`config.mk`:
```
export PLATFORM = sky130hd
export DESIGN_NAME = regfile_write_arbiter
export DESIGN_NICKNAME = d
export VERILOG_FILES = /design/src/rtl/regfile_write_arbiter.sv
export SDC_FILE = /design/constraint.sdc
export NUM_CORES = 1
export LEC_CHECK = 0
export ABC_AREA = 1
export CORE_ASPECT_RATIO = 0.75
export CORE_UTILIZATION = 42
export DETAILED_ROUTE_END_ITERATION = 6
export GPL_ROUTABILITY_DRIVEN = 0
export PLACE_DENSITY_LB_ADDON = 0.1
export SYNTH_ARGS = -nofsm -noshare
export SYNTH_HDL_FRONTEND = slang
export SYNTH_HIERARCHICAL = 1
export SYNTH_SLANG_ARGS = --single-unit
```
`constraint.sdc`:
```
create_clock -name Clk -period 1.5 [get_ports Clk]
set_input_delay 0.3 -clock Clk [delete_from_list [all_inputs] [get_ports Clk]]
set_output_delay 0.3 -clock Clk [all_outputs]
set_load 0.01 [all_outputs]
```
`src/rtl/regfile_write_arbiter.sv`:
```
// Two-requester register-file write arbiter. Each requester owns a one-entry
// holding buffer; one buffer is drained per cycle straight onto the register
// file write port, with round-robin priority applied only under contention.

// One-entry holding buffer for a single requester.
module rfwa_buf (
  input  logic        clk,
  input  logic        rst_n,
  input  logic        offer_valid,
  input  logic [4:0]  offer_dst,
  input  logic [31:0] offer_data,
  input  logic        drain,
  output logic        ready,
  output logic        held_valid,
  output logic [4:0]  held_dst,
  output logic [31:0] held_data
);

  // Drain and refill can coincide on one edge, so full throughput is kept.
  assign ready = !held_valid || drain;

  // Refill wins over drain so a new entry arriving on the draining edge is kept.
  always_ff @(posedge clk) begin
    if (!rst_n) begin
      held_valid <= 1'b0;
      held_dst   <= '0;
      held_data  <= '0;
    end else if (offer_valid && ready) begin
      held_valid <= 1'b1;
      held_dst   <= offer_dst;
      held_data  <= offer_data;
    end else if (drain) begin
      held_valid <= 1'b0;
    end
  end

endmodule

module regfile_write_arbiter #(
  parameter bit PRIO_INIT = 1'b0,
  parameter bit DROP_R0   = 1'b1
) (
  input  logic        Clk,
  input  logic        Reset,
  input  logic        ReqA_Valid,
  input  logic [4:0]  ReqA_Register,
  input  logic [31:0] ReqA_Data,
  output logic        ReqA_Ready,
  input  logic        ReqB_Valid,
  input  logic [4:0]  ReqB_Register,
  input  logic [31:0] ReqB_Data,
  output logic        ReqB_Ready,
  output logic [4:0]  WriteRegister,
  output logic [31:0] WriteData,
  output logic        RegWrite,
  output logic [31:0] Busy,
  output logic        GrantA,
  output logic        GrantB
);

  localparam int NUM_REQ = 2;

  // Index 0 is requester A, index 1 is requester B.
  logic [NUM_REQ-1:0]       offer_valid;
  logic [NUM_REQ-1:0][4:0]  offer_dst;
  logic [NUM_REQ-1:0][31:0] offer_data;
  logic [NUM_REQ-1:0]       ready;
  logic [NUM_REQ-1:0]       held_valid;
  logic [NUM_REQ-1:0][4:0]  held_dst;
  logic [NUM_REQ-1:0][31:0] held_data;
  logic [NUM_REQ-1:0]       grant;
  logic                     prio;      // 0: A wins ties, 1: B wins ties
  logic [31:0]              busy_vec;

  assign offer_valid = {ReqB_Valid, ReqA_Valid};
  assign offer_dst   = {ReqB_Register, ReqA_Register};
  assign offer_data  = {ReqB_Data, ReqA_Data};

  for (genvar i = 0; i < NUM_REQ; i++) begin : g_buf
    rfwa_buf u_buf (
      .clk        (Clk),
      .rst_n      (Reset),
      .offer_valid(offer_valid[i]),
      .offer_dst  (offer_dst[i]),
      .offer_data (offer_data[i]),
      .drain      (grant[i]),
      .ready      (ready[i]),
      .held_valid (held_valid[i]),
      .held_dst   (held_dst[i]),
      .held_data  (held_data[i])
    );
  end

  assign ReqA_Ready = ready[0];
  assign ReqB_Ready = ready[1];

  // Select at most one buffer: a lone valid wins, a tie goes to the pointer.
  always_comb begin
    grant    = '0;
    grant[0] = held_valid[0] && (!held_valid[1] || !prio);
    grant[1] = held_valid[1] && (!held_valid[0] ||  prio);
  end

  assign GrantA = grant[0];
  assign GrantB = grant[1];

  // Drive the write port from the selected buffer; idle port reads as zero.
  always_comb begin
    WriteRegister = '0;
    WriteData     = '0;
    if (grant[0]) begin
      WriteRegister = held_dst[0];
      WriteData     = held_data[0];
    end else if (grant[1]) begin
      WriteRegister = held_dst[1];
      WriteData     = held_data[1];
    end
  end

  // Register 0 writes still drain the buffer but never reach the file.
  assign RegWrite = (|grant) && !(DROP_R0 && (WriteRegister == 5'd0));

  // Pointer flips only after a contended grant, so a loser waits one grant.
  always_ff @(posedge Clk) begin
    if (!Reset)
      prio <= PRIO_INIT;
    else if (&held_valid)
      prio <= ~prio;
  end

  // Scoreboard-style busy vector over every buffered destination.
  always_comb begin
    busy_vec = '0;
    for (int i = 0; i < NUM_REQ; i++)
      if (held_valid[i]) busy_vec[held_dst[i]] = 1'b1;
    if (DROP_R0) busy_vec[0] = 1'b0;
  end

  assign Busy = busy_vec;

endmodule

```
## Yosys cells after proc, flatten, opt, wreduce, memory -nomap -nowiden

Cells that the tools add are included.

| cells by class | value |
|---|---|
| bitwise operators | 2 |
| reductions and logical operators | 20 |
| mux-type cells | 14 |
| order comparisons | 4 |

Operator list:

| operator | number |
|---|---|
| two-way mux 32 bit | 4 |
| bitwise OR 32 bit | 1 |
| < comparator 5 x 6 -> 1 bit (second input constant) | 2 |
| demux 1 bit (select 5 bit) | 2 |
| greater-or-equal comparator 5 x 1 -> 1 bit (second input constant) | 2 |
| two-way mux 5 bit | 2 |
| logical AND 1 bit | 7 |
| two-way mux 1 bit | 6 |
| zero test 5 bit | 1 |
| zero test 1 bit | 4 |
| logical OR 1 bit | 4 |
| nonzero test 2 bit | 2 |
| AND reduction 2 bit | 1 |
| OR reduction 2 bit | 1 |
| inverter 1 bit | 1 |

| storage, ports and cells | value |
|---|---|
| flip-flop bits (word level) | 77 |
| logic and storage cells | 47 |
| input port bits | 78 |

## Logic depth before layout (Yosys ltp)

| logic depth | value |
|---|---|
| depth in word-level cells | 8 |
| gate-level depth with buffers | 12 |
| gate-level depth less buffers | 9 |

## Modules after synthesis

The synthesis kept the hierarchy.

By module, submodules not included:

| module | cells an instance | times used | sequential area each (sq um) | area each (sq um) |
|---|---|---|---|---|
| rfwa_buf | 247 | 2 | 760.7 | 1806.7 |
| regfile_write_arbiter | 169 | 1 | 20.0 | 963.4 |

## Least setup slack after synthesis

Ideal clock, no wire load.

| path | value |
|---|---|
| path kind | reg2out |
| start | register g_buf[0].u_buf.held_valid |
| end | output ReqA_Ready |
| cell stages (with the launch flop) | 9 |
| slack | -0.057 ns |
| arrival | 1.257 ns |
| path buffers | 4 |
| cell sequence | dfxtp_1 -> buf_4 -> nand2_1 -> inv_1 -> buf_2 -> inv_2 -> nand2_2 -> buf_6 -> buf_6 |

| between the ends | value |
|---|---|
| word-level cells in the longest chain between the ends | 2 |

Ends and longest elaborated chain:

| item | line | source |
|---|---|---|
| start, declared | 14 | `output logic held_valid,` |
| start signal, assigned | 25 | `held_valid <= 1'b0;` |
| start signal, assigned | 29 | `held_valid <= 1'b1;` |
| start signal, assigned | 33 | `held_valid <= 1'b0;` |
| logical AND 1 bit | 100 | `grant[0] = held_valid[0] && (!held_valid[1] \|\| !prio);` |
| via GrantA | 57 | `output logic GrantA,` |
| logical OR 1 bit | 20 | `assign ready = !held_valid \|\| drain;` |
| end, declared | 48 | `output logic ReqA_Ready,` |

The timed path passes the listed nets, and every way through them passes these cells.

## Worst setup path in the final report

| path | value |
|---|---|
| start | register g_buf[1].u_buf.held_valid |
| end | output WriteData[18] |

| between the ends | value |
|---|---|
| word-level cells in the longest chain between the ends | 4 |

Ends and longest elaborated chain:

| item | line | source |
|---|---|---|
| start, declared | 14 |  |
| start signal, assigned | 25 |  |
| start signal, assigned | 29 |  |
| start signal, assigned | 33 |  |
| zero test 1 bit | 100 |  |
| logical OR 1 bit | 100 |  |
| logical AND 1 bit | 100 |  |
| two-way mux 32 bit (*) | 111 | `if (grant[0]) begin` |
| end, declared | 54 | `output logic [31:0] WriteData,` |

Every way passes the cells marked *; elsewhere a longest branch is shown, timed or not.

==> flow_summary.toml <==
[detailed_routing]
drt_first_iter_violations = 282
wire_length_after_detailed_routing_mm = 16.59
dr_total_vias = 5269
detail-route-antenna-nets = 0
detailedRoute.firstPassIterationCount = 5
wl_per_cell_um = 16.61
routed_via_density = 5.274
drt_drc_violations_left = 0

[sta]
final_clock_skew_ps = 10.31
setup_repair_after_global_routing_missed_its_margin = "true"
report.final.setup_viol = 110
layout_min_cycle_time_ps = 1811
ratio_of_final_minimum_period_to_clock_period_pct = 120.7
hold_viol = 0
worst_slack_ps = -310.8
max_freq_mhz = 552.2
timing_max_transition_violations_final = 0

[critical_path]
worst-endpoint-required_ps = 1200
type_of_element_capturing_the_critical_path = "output pin"
critPathKind = "register to output pin"
worst-endpoint-arrival_ps = 1510
timing.reg2reg.worst_path_depth = 11
start_kind = "register"
setup.worst_path.start = "g_buf[1].u_buf/held_valid"
worstReg2RegStart = "g_buf[1].u_buf/held_valid"
crit_fanout = 6
crit_end = "WriteData[18]"
rr_endpoint = "g_buf[1].u_buf/held_data[11]"
rrSetupSlack_ps = -110

[clock_tree]
clock_tree.root_cell = "clkbuf_16"
cts-buffers-inserted = 9
worstSkewPairLatency_ps = 340
clock_path_buffers = 2
cts_htree_levels = 3
worst_setup_hold_path_clk_slew_ps = 60
clock_sink_count = 77
tritoncts = "done"

[die]
floorplan.die_area_um2 = 11320
num_rows = 32
die_boundary_width_um = 122.5
pin_count = 152
core_um2 = 10450
die_h_um = 92.41
start_util_pct = 43.80

[synth]
count_of_distinct_cell_types_in_the_synthesized_netlist = 21
ys_seq_area_share_pct = 33.68
yosysTopAreaCellShare_pct = 33.68
register_bit_total_from_synthesis = 77
synthesized_netlist_cell_count = 663
netlist.top_cell.by_area = "dfxtp_1"
synth_area_leaders = "dfxtp_1, nand3_1, nand2_1"
synth_area_per_cell_um2 = 6.903
total_nets_after_synthesis = 741
syn_area_um2 = 4577
ys_warn_count = 6

[placed_design]
dp_hpwl_mm = 8.908
place.port_buffers = 150
postPlaceCellArea_um2 = 6332
placed_cells = 949

[layout]
final_net_count = 936
final_layout_size_suffix_gt1_share_pct = 38.35
synthToLayoutAreaGrowth_pct = 66.02
fin_cells = 999
regArea_um2 = 1572
final_design_area_excluding_fillers_um2 = 7599
fillerInstances = 820
multi_input_area_um2 = 2763
num_antenna_cells = 0

[global_route]
vias_in_the_first_global_route = 4680
track_usage_pct = 25.26
grt_first_pass_wirelength_mm = 22.78
grt_start_max_net_pins = 46
antenna_found_initial = 0
total_congestion_overflow_after_global_routing = 0

[run_status]
run_status = "finished, violations left"
violations = "setup timing"

[power]
power_dens_cells_nw_per_um2 = 867.0
vdd_drop_max_mv = 0.6098
power.leakage_nw = 3.639

[min_path]
tightest_hold_check_type = "primary input to register"

[run]
drv_cap = 0
-- synthesized netlist by cell type, drive strengths merged --
| cell | number |
|---|---|
| a21oi | 75 |
| nor3 | 9 |
| conb | 1 |
| inv | 93 |
| nor2 | 78 |
| buf | 45 |
| dfxtp | 77 |
| a22o | 32 |
| a21boi | 2 |
| o21ai | 33 |
| nand2 | 117 |
| nand3 | 97 |
| clkbuf | 4 |
-- worst max-delay path, stage by stage (launching register included) --
cell	delay, ps
dfxtp_4	390
nand2_4	70
nand2_4	80
inv_6	50
buf_12	130
buf_6	120
a22o_1	200
buf_2	140
-- worst min-delay path by stage --
stage                                            start                            to  cells after the start
after floorplan                                  Reset                          prio                      2
after global placement    g_buf[1].u_buf/held_data[27]  g_buf[1].u_buf/held_data[27]                      2
after detailed placement  g_buf[1].u_buf/held_data[27]  g_buf[1].u_buf/held_data[27]                      2
after CTS                                        Reset   g_buf[0].u_buf/held_data[2]                      3
after global routing                             Reset   g_buf[0].u_buf/held_data[1]                      3
final                                            Reset   g_buf[0].u_buf/held_data[2]                      3
-- cell type report --
cell class	instances	share of cell area, %
clock buffer	12	3.376
inverter	93	5.088
multi-input combinational	444	36.36
timing repair buffer	233	31.53
tap	136	2.239
clock inverter	4	0.7245
sequential	77	20.68
-- kinds of logic (layout without fill, tap and decap cells) --
| logic type | count (synthesis) | in the layout | share of synthesized area (%) |
|---|---|---|---|
| buf+inv | 142 | 342 | 16.24 |
| other cells | 1 | 1 | 0.08193 |
| flops | 77 | 77 | 33.68 |
| simple gates | 301 | 301 | 28.46 |
| compound gates | 142 | 142 | 21.54 |
-- report_power, final --
group	leakage (nW)	internal [W]	switching [W]	total, W
logic	2.84	0.000992	0.000948	0.00194
registers	0.645	0.00222	0.000168	0.00239
clock network	0.149	0.00139	0.000869	0.00226
-- cells in the final DEF (no fill, tap or decap), types with 2 or more instances in the layout --
cell type,count
nand2_8,2
inv_2,8
nand3_4,4
dfxtp_1,65
inv_1,79
nand2_4,6
nor2_1,75
dfxtp_2,6
clkbuf_8,2
nand2_2,13
nand2_1,96
clkdlybuf4s50_1,74
inv_6,4
nor3_4,6
a21oi_1,26
buf_4,23
nand3_1,56
buf_2,67
buf_6,37
nor2_2,2
buf_16,4
buf_12,16
dfxtp_4,6
a21oi_2,48
a22o_1,32
o21ai_2,8
clkbuf_16,21
o21ai_0,4
nor3_2,2
o21ai_1,21
nand3_2,37
-- metal layers --
| layer | up-vias | routed length [um] | GRT usage, % |
|---|---|---|---|
| li1 | 2550 | - | - |
| met5 | - | 0 | 0 |
| met4 | 0 | 199 | 6.199 |
| met3 | 21 | 1049 | 5.049 |
| met2 | 194 | 8028 | 41.95 |
| met1 | 2504 | 7313 | 33.33 |
-- registers in the layout, indices dropped and copies added, names as in the netlist --
register / flops
g_buf.u_buf/held_data: 64
g_buf.u_buf/held_dst: 10
g_buf.u_buf/held_valid: 2
prio: 1
-- per-stage QoR --
step                      hold WS (ps)  worst slack (ps)  power (W)  util, %  TNS, ps
final                            339.0            -310.8   0.006588    72.71   -19120
after global routing             346.3            -367.7   0.006846    72.71   -24420
after floorplan                  438.4             4.663   0.003230        -        0
after CTS                        326.2            -323.6   0.006238    66.18   -16260
after global placement           461.8            -429.9   0.003828    60.60   -36800
after detailed placement         470.5            -486.8   0.003862    60.60   -40160
-- timing repair --
action,in CTS,in global routing
resized for setup,393,125
gates cloned,5,15
buffers inserted,13,3
pin swaps,14,30
hold buffers,0,0
setup endpoints to repair,148,139
No activity file was read; power rests on OpenSTA's default activity.
